**src/rtl/alu_pkg.sv**
```systemverilog
// Shared opcode encoding and latency constants for the alu block.
package alu_pkg;

  typedef enum logic [2:0] {
    NO_OP  = 3'd0,
    ADD_OP = 3'd1,
    AND_OP = 3'd2,
    XOR_OP = 3'd3,
    MUL_OP = 3'd4,
    RST_OP = 3'd7
  } alu_op_t;

  localparam int unsigned ALU_DATA_WIDTH = 8;
  localparam int unsigned ALU_SIMPLE_LAT = 1;

  // Shift-add multiply retires one operand bit per cycle.
  function automatic int unsigned alu_mul_lat(input int unsigned width);
    return width;
  endfunction

  localparam int unsigned ALU_MUL_LAT = alu_mul_lat(ALU_DATA_WIDTH);

endpackage

```
**src/rtl/alu_mul_iter.sv**
```systemverilog
// Iterative unsigned shift-add multiplier, one multiplier bit per clock.
// Bit 0 is folded in at the start edge; done flags the edge that completes the product.
module alu_mul_iter #(
  parameter int unsigned DATA_WIDTH = 8
) (
  input  logic                      clk,
  input  logic                      rst,
  input  logic                      start,
  input  logic [DATA_WIDTH-1:0]     a,
  input  logic [DATA_WIDTH-1:0]     b,
  output logic                      busy,
  output logic                      done,
  output logic [2*DATA_WIDTH-1:0]   product
);

  localparam int unsigned PROD_W = 2 * DATA_WIDTH;
  localparam int unsigned CNT_W  = (DATA_WIDTH > 1) ? $clog2(DATA_WIDTH) : 1;
  localparam logic [CNT_W-1:0] LAST_BIT = CNT_W'(DATA_WIDTH - 1);

  logic [PROD_W-1:0]     acc;
  logic [PROD_W-1:0]     a_sh;
  logic [DATA_WIDTH-1:0] b_sh;
  logic [CNT_W-1:0]      cnt;
  logic [PROD_W-1:0]     term;

  assign term    = b_sh[0] ? a_sh : '0;
  assign done    = busy && (cnt == LAST_BIT);
  assign product = acc + term;

  always_ff @(posedge clk) begin
    if (rst) begin
      busy <= 1'b0;
      acc  <= '0;
      a_sh <= '0;
      b_sh <= '0;
      cnt  <= '0;
    end else if (start) begin
      acc  <= b[0] ? PROD_W'(a) : '0;
      a_sh <= PROD_W'(a) << 1;
      b_sh <= b >> 1;
      cnt  <= CNT_W'(1);
      busy <= 1'b1;
    end else if (busy) begin
      acc  <= acc + term;
      a_sh <= a_sh << 1;
      b_sh <= b_sh >> 1;
      if (done) begin
        busy <= 1'b0;
        cnt  <= '0;
      end else begin
        cnt <= cnt + CNT_W'(1);
      end
    end
  end

endmodule

```
**src/rtl/alu.sv**
```systemverilog
// Handshaked ALU: add/and/xor complete in one cycle, multiply is iterative.
// Result is registered and held between single-cycle done strobes.
module alu
  import alu_pkg::*;
#(
  parameter int unsigned DATA_WIDTH   = 8,
  parameter int unsigned RESULT_WIDTH = 2 * DATA_WIDTH
) (
  input  logic                    clk,
  input  logic                    rst,
  input  logic                    valid,
  output logic                    ready,
  input  logic [2:0]              op,
  input  logic [DATA_WIDTH-1:0]   a,
  input  logic [DATA_WIDTH-1:0]   b,
  output logic                    done,
  output logic [RESULT_WIDTH-1:0] result
);

  // EXEC marks the cycle presenting a simple-op result; it accepts like IDLE.
  typedef enum logic [1:0] {
    IDLE = 2'd0,
    EXEC = 2'd1,
    MUL  = 2'd2
  } state_t;

  state_t                  state;
  alu_op_t                 op_e;
  logic                    accept;
  logic                    mul_start;
  logic                    mul_busy;
  logic                    mul_done;
  logic [2*DATA_WIDTH-1:0] mul_product;
  logic [RESULT_WIDTH-1:0] simple_res;

  assign op_e      = alu_op_t'(op);
  assign accept    = valid && ready;
  assign mul_start = accept && (op_e == MUL_OP);

  always_comb begin
    simple_res = '0;
    case (op_e)
      ADD_OP:  simple_res = RESULT_WIDTH'(a) + RESULT_WIDTH'(b);
      AND_OP:  simple_res = RESULT_WIDTH'(a & b);
      XOR_OP:  simple_res = RESULT_WIDTH'(a ^ b);
      default: simple_res = '0;
    endcase
  end

  alu_mul_iter #(
    .DATA_WIDTH(DATA_WIDTH)
  ) u_mul (
    .clk     (clk),
    .rst     (rst),
    .start   (mul_start),
    .a       (a),
    .b       (b),
    .busy    (mul_busy),
    .done    (mul_done),
    .product (mul_product)
  );

  always_ff @(posedge clk) begin
    if (rst) begin
      state  <= IDLE;
      ready  <= 1'b0;
      done   <= 1'b0;
      result <= '0;
    end else begin
      done <= 1'b0;
      case (state)
        IDLE, EXEC: begin
          ready <= 1'b1;
          state <= IDLE;
          if (accept) begin
            case (op_e)
              ADD_OP, AND_OP, XOR_OP: begin
                result <= simple_res;
                done   <= 1'b1;
                state  <= EXEC;
              end
              MUL_OP: begin
                ready <= 1'b0;
                state <= MUL;
              end
              RST_OP:  result <= '0;
              default: ;
            endcase
          end
        end
        MUL: begin
          if (mul_done) begin
            result <= RESULT_WIDTH'(mul_product);
            done   <= 1'b1;
            ready  <= 1'b1;
            state  <= IDLE;
          end else if (!mul_busy) begin
            // Multiplier lost its operation; recover rather than stall forever.
            ready <= 1'b1;
            state <= IDLE;
          end
        end
        default: begin
          ready <= 1'b1;
          state <= IDLE;
        end
      endcase
    end
  end

endmodule
```
**config.mk**
```make
export PLATFORM = sky130hd
export DESIGN_NAME = alu
export DESIGN_NICKNAME = d
export VERILOG_FILES = /design/src/rtl/alu_pkg.sv /design/src/rtl/alu_mul_iter.sv /design/src/rtl/alu.sv
export SDC_FILE = /design/constraint.sdc
export NUM_CORES = 1
export LEC_CHECK = 0
export CORE_ASPECT_RATIO = 2
export CORE_MARGIN = 1
export CORE_UTILIZATION = 57
export CTS_CLUSTER_SIZE = 30
export DETAILED_ROUTE_END_ITERATION = 16
export GPL_ROUTABILITY_DRIVEN = 0
export PLACE_DENSITY = 0.8
export SLEW_MARGIN = 25
export SYNTH_ARGS = -nofsm -noshare
export SYNTH_HDL_FRONTEND = slang
export SYNTH_SLANG_ARGS = --single-unit
```
**constraint.sdc**
```tcl
create_clock -name clk -period 3.55 [get_ports clk]
set_clock_uncertainty 0.15 [all_clocks]
set_input_delay 0.71 -clock clk [delete_from_list [all_inputs] [get_ports clk]]
set_output_delay 0.71 -clock clk [all_outputs]
set_load 0.05 [all_outputs]
```
==> Yosys cells after proc, flatten, opt, wreduce, memory -nomap -nowiden <==
Index checks and enable logic that the tools add are counted.
{ "word_totals": {"register_bits": 62, "latchBits": 0, "mem_bits_rw": 0, "mem_bits_ro": 0, "in_bits": 22, "output_inout_bits": 18, "wordCells": 71, "mem_count": 0} }
{ "classes": {"addsub": 3, "n_mul": 0, "n_div": 0, "n_lt_le_gt_ge": 0, "eq_ne": 12, "shifts": 0, "muxes": 33, "bitwise_logic": 2, "n_reduce_logical": 10} }
{ "op_table": {"columns": ["cell", "count"], "rows": [
  ["$mux 16", 5],
  ["$pmux 16 s2", 2],
  ["$pmux 9 s3", 1],
  ["$mux 9", 2],
  ["$add 16x16->16", 1],
  ["$mux 7", 2],
  ["$mux 1", 12],
  ["$add 8x8->9", 1],
  ["$eq 3x3->1 const B", 3],
  ["$and 8x8->8", 1],
  ["$mux 8", 1],
  ["$pmux 2 s2", 2],
  ["$xor 8x8->8", 1],
  ["$eq 3x2->1 const B", 2],
  ["$mux 2", 3],
  ["$ne 2x2->1 const B", 2],
  ["$pmux 1 s2", 2],
  ["$reduce_and 4->1", 1],
  ["$reduce_bool 2->1", 2],
  ["$reduce_or 2->1", 2],
  ["$add 3x1->3 const B", 1],
  ["$eq 3x1->1 const B", 1],
  ["$logic_and 1x1->1", 3],
  ["$mux 3", 1],
  ["6 further kinds", 6]
]} }

==> Logic depth before layout (Yosys ltp) <==
{ "logic_depth": {"depth_word": 5, "depth_mapped": 10, "depth_no_buf": 10} }

==> Hierarchy <==
Synthesis repeated with hierarchy kept, for this count alone.
{ "unflattened": {"hier_cells": 476, "area_unflattened_um2": 4041.4} }
{ "modules_own_cells": {"columns": ["mod", "instances", "cells_each", "area_each_um2", "seq_area_each_um2"], "rows": [
  ["alu_mul_iter", 1, 312, 2636.3, 840.8],
  ["alu", 1, 164, 1405.1, 400.4]
]} }

==> Least setup slack after synthesis <==
Ideal clock, no wire load.
{ "synth_timing": {"path_type": "register to register", "from": "register u_mul.b_sh[0]", "to": "register result[10]", "setup_ns": 0.117, "arrival_time_ns": 2.309, "required_time_ns": 3.283, "path_slack_ns": 0.974, "stages_incl_launch_ff": 11, "n_path_buf": 1, "synth_period_minus_slack_ns": 2.576, "cell_sequence": "dfxtp_1 clkbuf_1 nand2_1 inv_1 ha_1 a21o_1 a2111oi_4 nor2b_2 and4_1 o31a_1 a32o_1"} }
{ "synth_between": {"elab_chain_cells": 4} }
{ "synth_rtl": {"columns": ["item", "line", "source"], "rows": [
  ["from (decl)", "alu_mul_iter.sv:22", "logic [DATA_WIDTH-1:0] b_sh;"],
  ["from (signal assigned)", "alu_mul_iter.sv:40", "b_sh <= b >> 1;"],
  ["from (signal assigned)", "alu_mul_iter.sv:46", "b_sh <= b_sh >> 1;"],
  ["$mux 16", "alu_mul_iter.sv:26", "assign term = b_sh[0] ? a_sh : '0;"],
  ["$add 16x16->16", "alu_mul_iter.sv:28", "assign product = acc + term;"],
  ["$mux 16", "alu.sv:92", "if (mul_done) begin"],
  ["$pmux 16 s2", "alu.sv:71", "case (state)"],
  ["to (signal assigned)", "alu.sv:78", "result <= simple_res;"],
  ["to (signal assigned)", "alu.sv:93", "result <= RESULT_WIDTH'(mul_product);"],
  ["to (decl)", "alu.sv:17", "output logic [RESULT_WIDTH-1:0] result"]
]} }
No other way between the ends. The select of a mux whose other input is x is not followed.
A chain may end at the register's enable or synchronous reset.

==> Worst setup path in the final report <==
{ "layout_timing": {"from": "register u_mul.b_sh[0]", "to": "register result[7]"} }
Same word-level chain as after synthesis.

==> results by group <==
Pwr
  – Net Sw Frac: 0.236
  – Reg power frac: 0.400
  – Peak VDD IR: roughly 0.36 mV
  – LEAKAGE: 1.83 nW
  – Pwr/cell area: 386 mW/mm²
  – Pint: 1.38 mW
  – Share of total power in the clock network: 0.478
  – NetSw: between 0.4 and 0.5 mW
  – Combinational share of power: 0.121

Floorplanning
  – Core area: 0.00662 mm²
  – Row count: 42
  – Die Wd: 60.5 µm
  – Starting density of the core: 0.590
  – Height of the die: 119 µm
  – Ports: 40
  – Die area: around 0.007 mm²

Setup path
  – Kind of critical path: flip-flop to flip-flop
  – CP Data Arrival Time: around 3100 ps
  – Crit path max fanout: 16
  – Reg2Reg Setup Slack: 510 ps
  – Crit start category: flip-flop
  – Critical path capture point type: flip-flop
  – Worst Path Required: about 3600 ps

Clock network
  – Post-CTS sizing: 0
  – Cts bufs inserted: 9
  – Clock transition at path regs: about 50 ps
  – Hold Buf Count CTS: 0
  – CTS max path bufs: 2
  – Setup Buffers After CTS: 0
  – CTS Root Cell: clkbuf_16
  – CTS tree: built
  – H-tree depth: 3
  – Clk_lat worst skew: 330 ps
  – CTS Sinks: 62

Route
  – WL/cell: 18.0 µm
  – Final wirelength: between 10000 and 15000 µm
  – Residual DRC count: 0
  – TritonRoute pass-1 iters: 5
  – Final ANT Viol Nets: 0
  – Number of DRC markers in iteration 0: 177
  – Via count: 3681
  – Routed vias/inst: a little over 6

Finish
  – Multi-input logic area: approximately 0.0025 mm²
  – Layout cell share with drive strength beyond 1: 0.0813
  – Fillers: 583
  – Register area: 0.00124 mm²
  – Most common cell after layout, fill and taps aside: dfxtp_1
  – Nets: between 500 and 600
  – # diodes: 0
  – Most frequent cells in the layout: 61 x dfxtp_1, 60 x nor2_1, 39 x clkdlybuf4s50_1
  – Synthesis-to-layout area growth: 19.8%

Placed design
  – Buffers on Ports: 39
  – Post-DP HPWL: roughly 8000 µm
  – Post-Place Worst Slack: 392 ps

Synthesis
  – Adder-Cell Fraction of Synth Area: 0.0872
  – Post-synthesis area per instance: roughly 8.4 µm²
  – Top-area cell type share of the netlist area: 0.318
  – Post-synth EDFFs: 0
  – Mapped Area: 0.00390 mm²
  – Synthesized net count: between 500 and 600
  – Main combinational cell family by area after synthesis: compound AO/OA/AOI/OAI gates
  – Yosys reg bits: 62
  – Yosys top cell by area: dfxtp_1
  – XOR/XNOR Fraction of Synth Area: 0.0247
  – Yosys cell types: 61
  – Synth Area in Compound Gates: 0.224
  – Async SR Flop Fraction: 0
  – Synth Area in Simple Gates: 0.208
  – Post-Synthesis Cells: 465
  – Top_reg_cell synth: dfxtp_1
  – Mux contribution to synthesized area: 0.0984
  – Register area share after synthesis: 0.318
  – Synth top area cells: dfxtp_1 32%, mux2i_1 9.0%, ha_1 7.7%
  – Warnings from Yosys: 0

STA
  – Period minus WS final: 3040 ps
  – Final setup viols: 0
  – Final Max Tran Viols: 0
  – Ratio of final minimum period to clock period: 0.856
  – Worst-margin pin slew: between 600 and 700 ps
  – Fmax: 329 MHz
  – Setup TNS: 0 ps
  – Final setup margin: 509 ps
  – Worst slew margin: 0.558
  – Hold Violations, Final: 0
  – RSZ-0062 raised after global routing: false

Global route
  – GRT Resource Usage Total: 0.324
  – Largest net degree at the start of global routing: 38
  – Gr ovfl total: 0
  – Global-route wire length before repair: about 17000 µm
  – Initial antenna violation count: 0
  – Vias in the first global route: approximately 3700

Hold path
  – Hold WC Path Type: flip-flop to flip-flop

Run
  – Max_cap viols: 0

Run status
  – Status: finished, final reports clean
==> worst max-delay path, cell delays in order, from the launching register on <==
cell,delay [ps]
dfxtp_1,590
and2_1,190
ha_1,170
inv_1,60
fa_1,410
nand2b_1,190
a21oi_1,350
o21ai_0,200
and3_1,230
o31a_1,230
a211oi_1,180
==> final timing paths <==
kind	start	end	depth (start not counted)
worst max-delay path	u_mul.b_sh[0]$_SDFFE_PP0N_	result[7]$_SDFFE_PP0P_	10
worst min-delay path	result[14]$_SDFFE_PP0P_	result[14]$_SDFFE_PP0P_	1
worst max register to register	u_mul.b_sh[0]$_SDFFE_PP0N_	result[7]$_SDFFE_PP0P_	10
worst min register to register	result[14]$_SDFFE_PP0P_	result[14]$_SDFFE_PP0P_	1
==> stage by stage <==
step / hold WS, ps / total power, mW / std cells / util / instance area, µm²
CTS: 312 / 1.81 / 592 / 0.707 / 4680
global route: 335 / 1.87 / 592 / 0.707 / 4680
detailed placement: 301 / 0.952 / 578 / 0.663 / 4390
floorplan: 287 / 0.871 / 465 / - / 3900
global placement: 288 / 0.947 / 578 / 0.663 / 4390
finish: 308 / 1.80 / 592 / 0.707 / 4680
==> logic make-up after synthesis <==
family	Yosys count
adder cells (fa/ha/maj)	26
AND/OR/NAND/NOR	165
multiplexers	38
buffers and inverters	41
AO/OA/AOI/OAI	122
XOR/XNOR	11
flip-flops	62
==> per-layer routing <==
metal / track usage / vias up / part of all wire
met5: 0 / - / 0
met1: 0.316 / 1743 / 0.35
li1: - / 1766 / -
met3: 0.0608 / 55 / 0.030
met4: 0.226 / 0 / 0.073
met2: 0.571 / 117 / 0.55
==> synthesized netlist by cell type, drive strengths merged, types with 5 or more instances <==
| cell type | number |
|---|---|
| dfxtp | 62 |
| nor2 | 60 |
| mux2i | 35 |
| a21oi | 30 |
| nand2 | 28 |
| a211oi | 25 |
| ha | 24 |
| clkbuf | 20 |
| inv | 17 |
| and2 | 16 |
| o21ai | 16 |
| nand3 | 14 |
| nor3 | 10 |
| and3 | 8 |
| nand2b | 7 |
| xnor2 | 7 |
| a31oi | 6 |
| or3 | 6 |
| a31o | 5 |
| o211ai | 5 |
==> state kept, by name (all words and copies together), names as in the netlist <==
| register | cells |
|---|---|
| done | 1 |
| ready | 1 |
| result | 16 |
| state | 2 |
| u_mul.a_sh | 15 |
| u_mul.acc | 16 |
| u_mul.b_sh | 7 |
| u_mul.busy | 1 |
| u_mul.cnt | 3 |
==> power by group through the flow <==
stage | Combinational (mW) | Sequential, mW | Clock [mW]
floorplan | 0.118 | 0.753 | 0
global placement | 0.212 | 0.735 | 0
detailed placement | 0.216 | 0.736 | 0
CTS | 0.218 | 0.722 | 0.874
global route | 0.237 | 0.723 | 0.906
finish | 0.219 | 0.722 | 0.863
==> cell type report <==
class / count / share of cell area
clock buffers: 13 / 0.0556
clock inverters: 1 / 0.00642
inverters: 17 / 0.0136
multi-input cells: 362 / 0.536
flip-flops and latches: 62 / 0.266
well taps: 88 / 0.0235
repair buffers: 49 / 0.0995
Note: power is estimated with default switching activity, not from simulation.
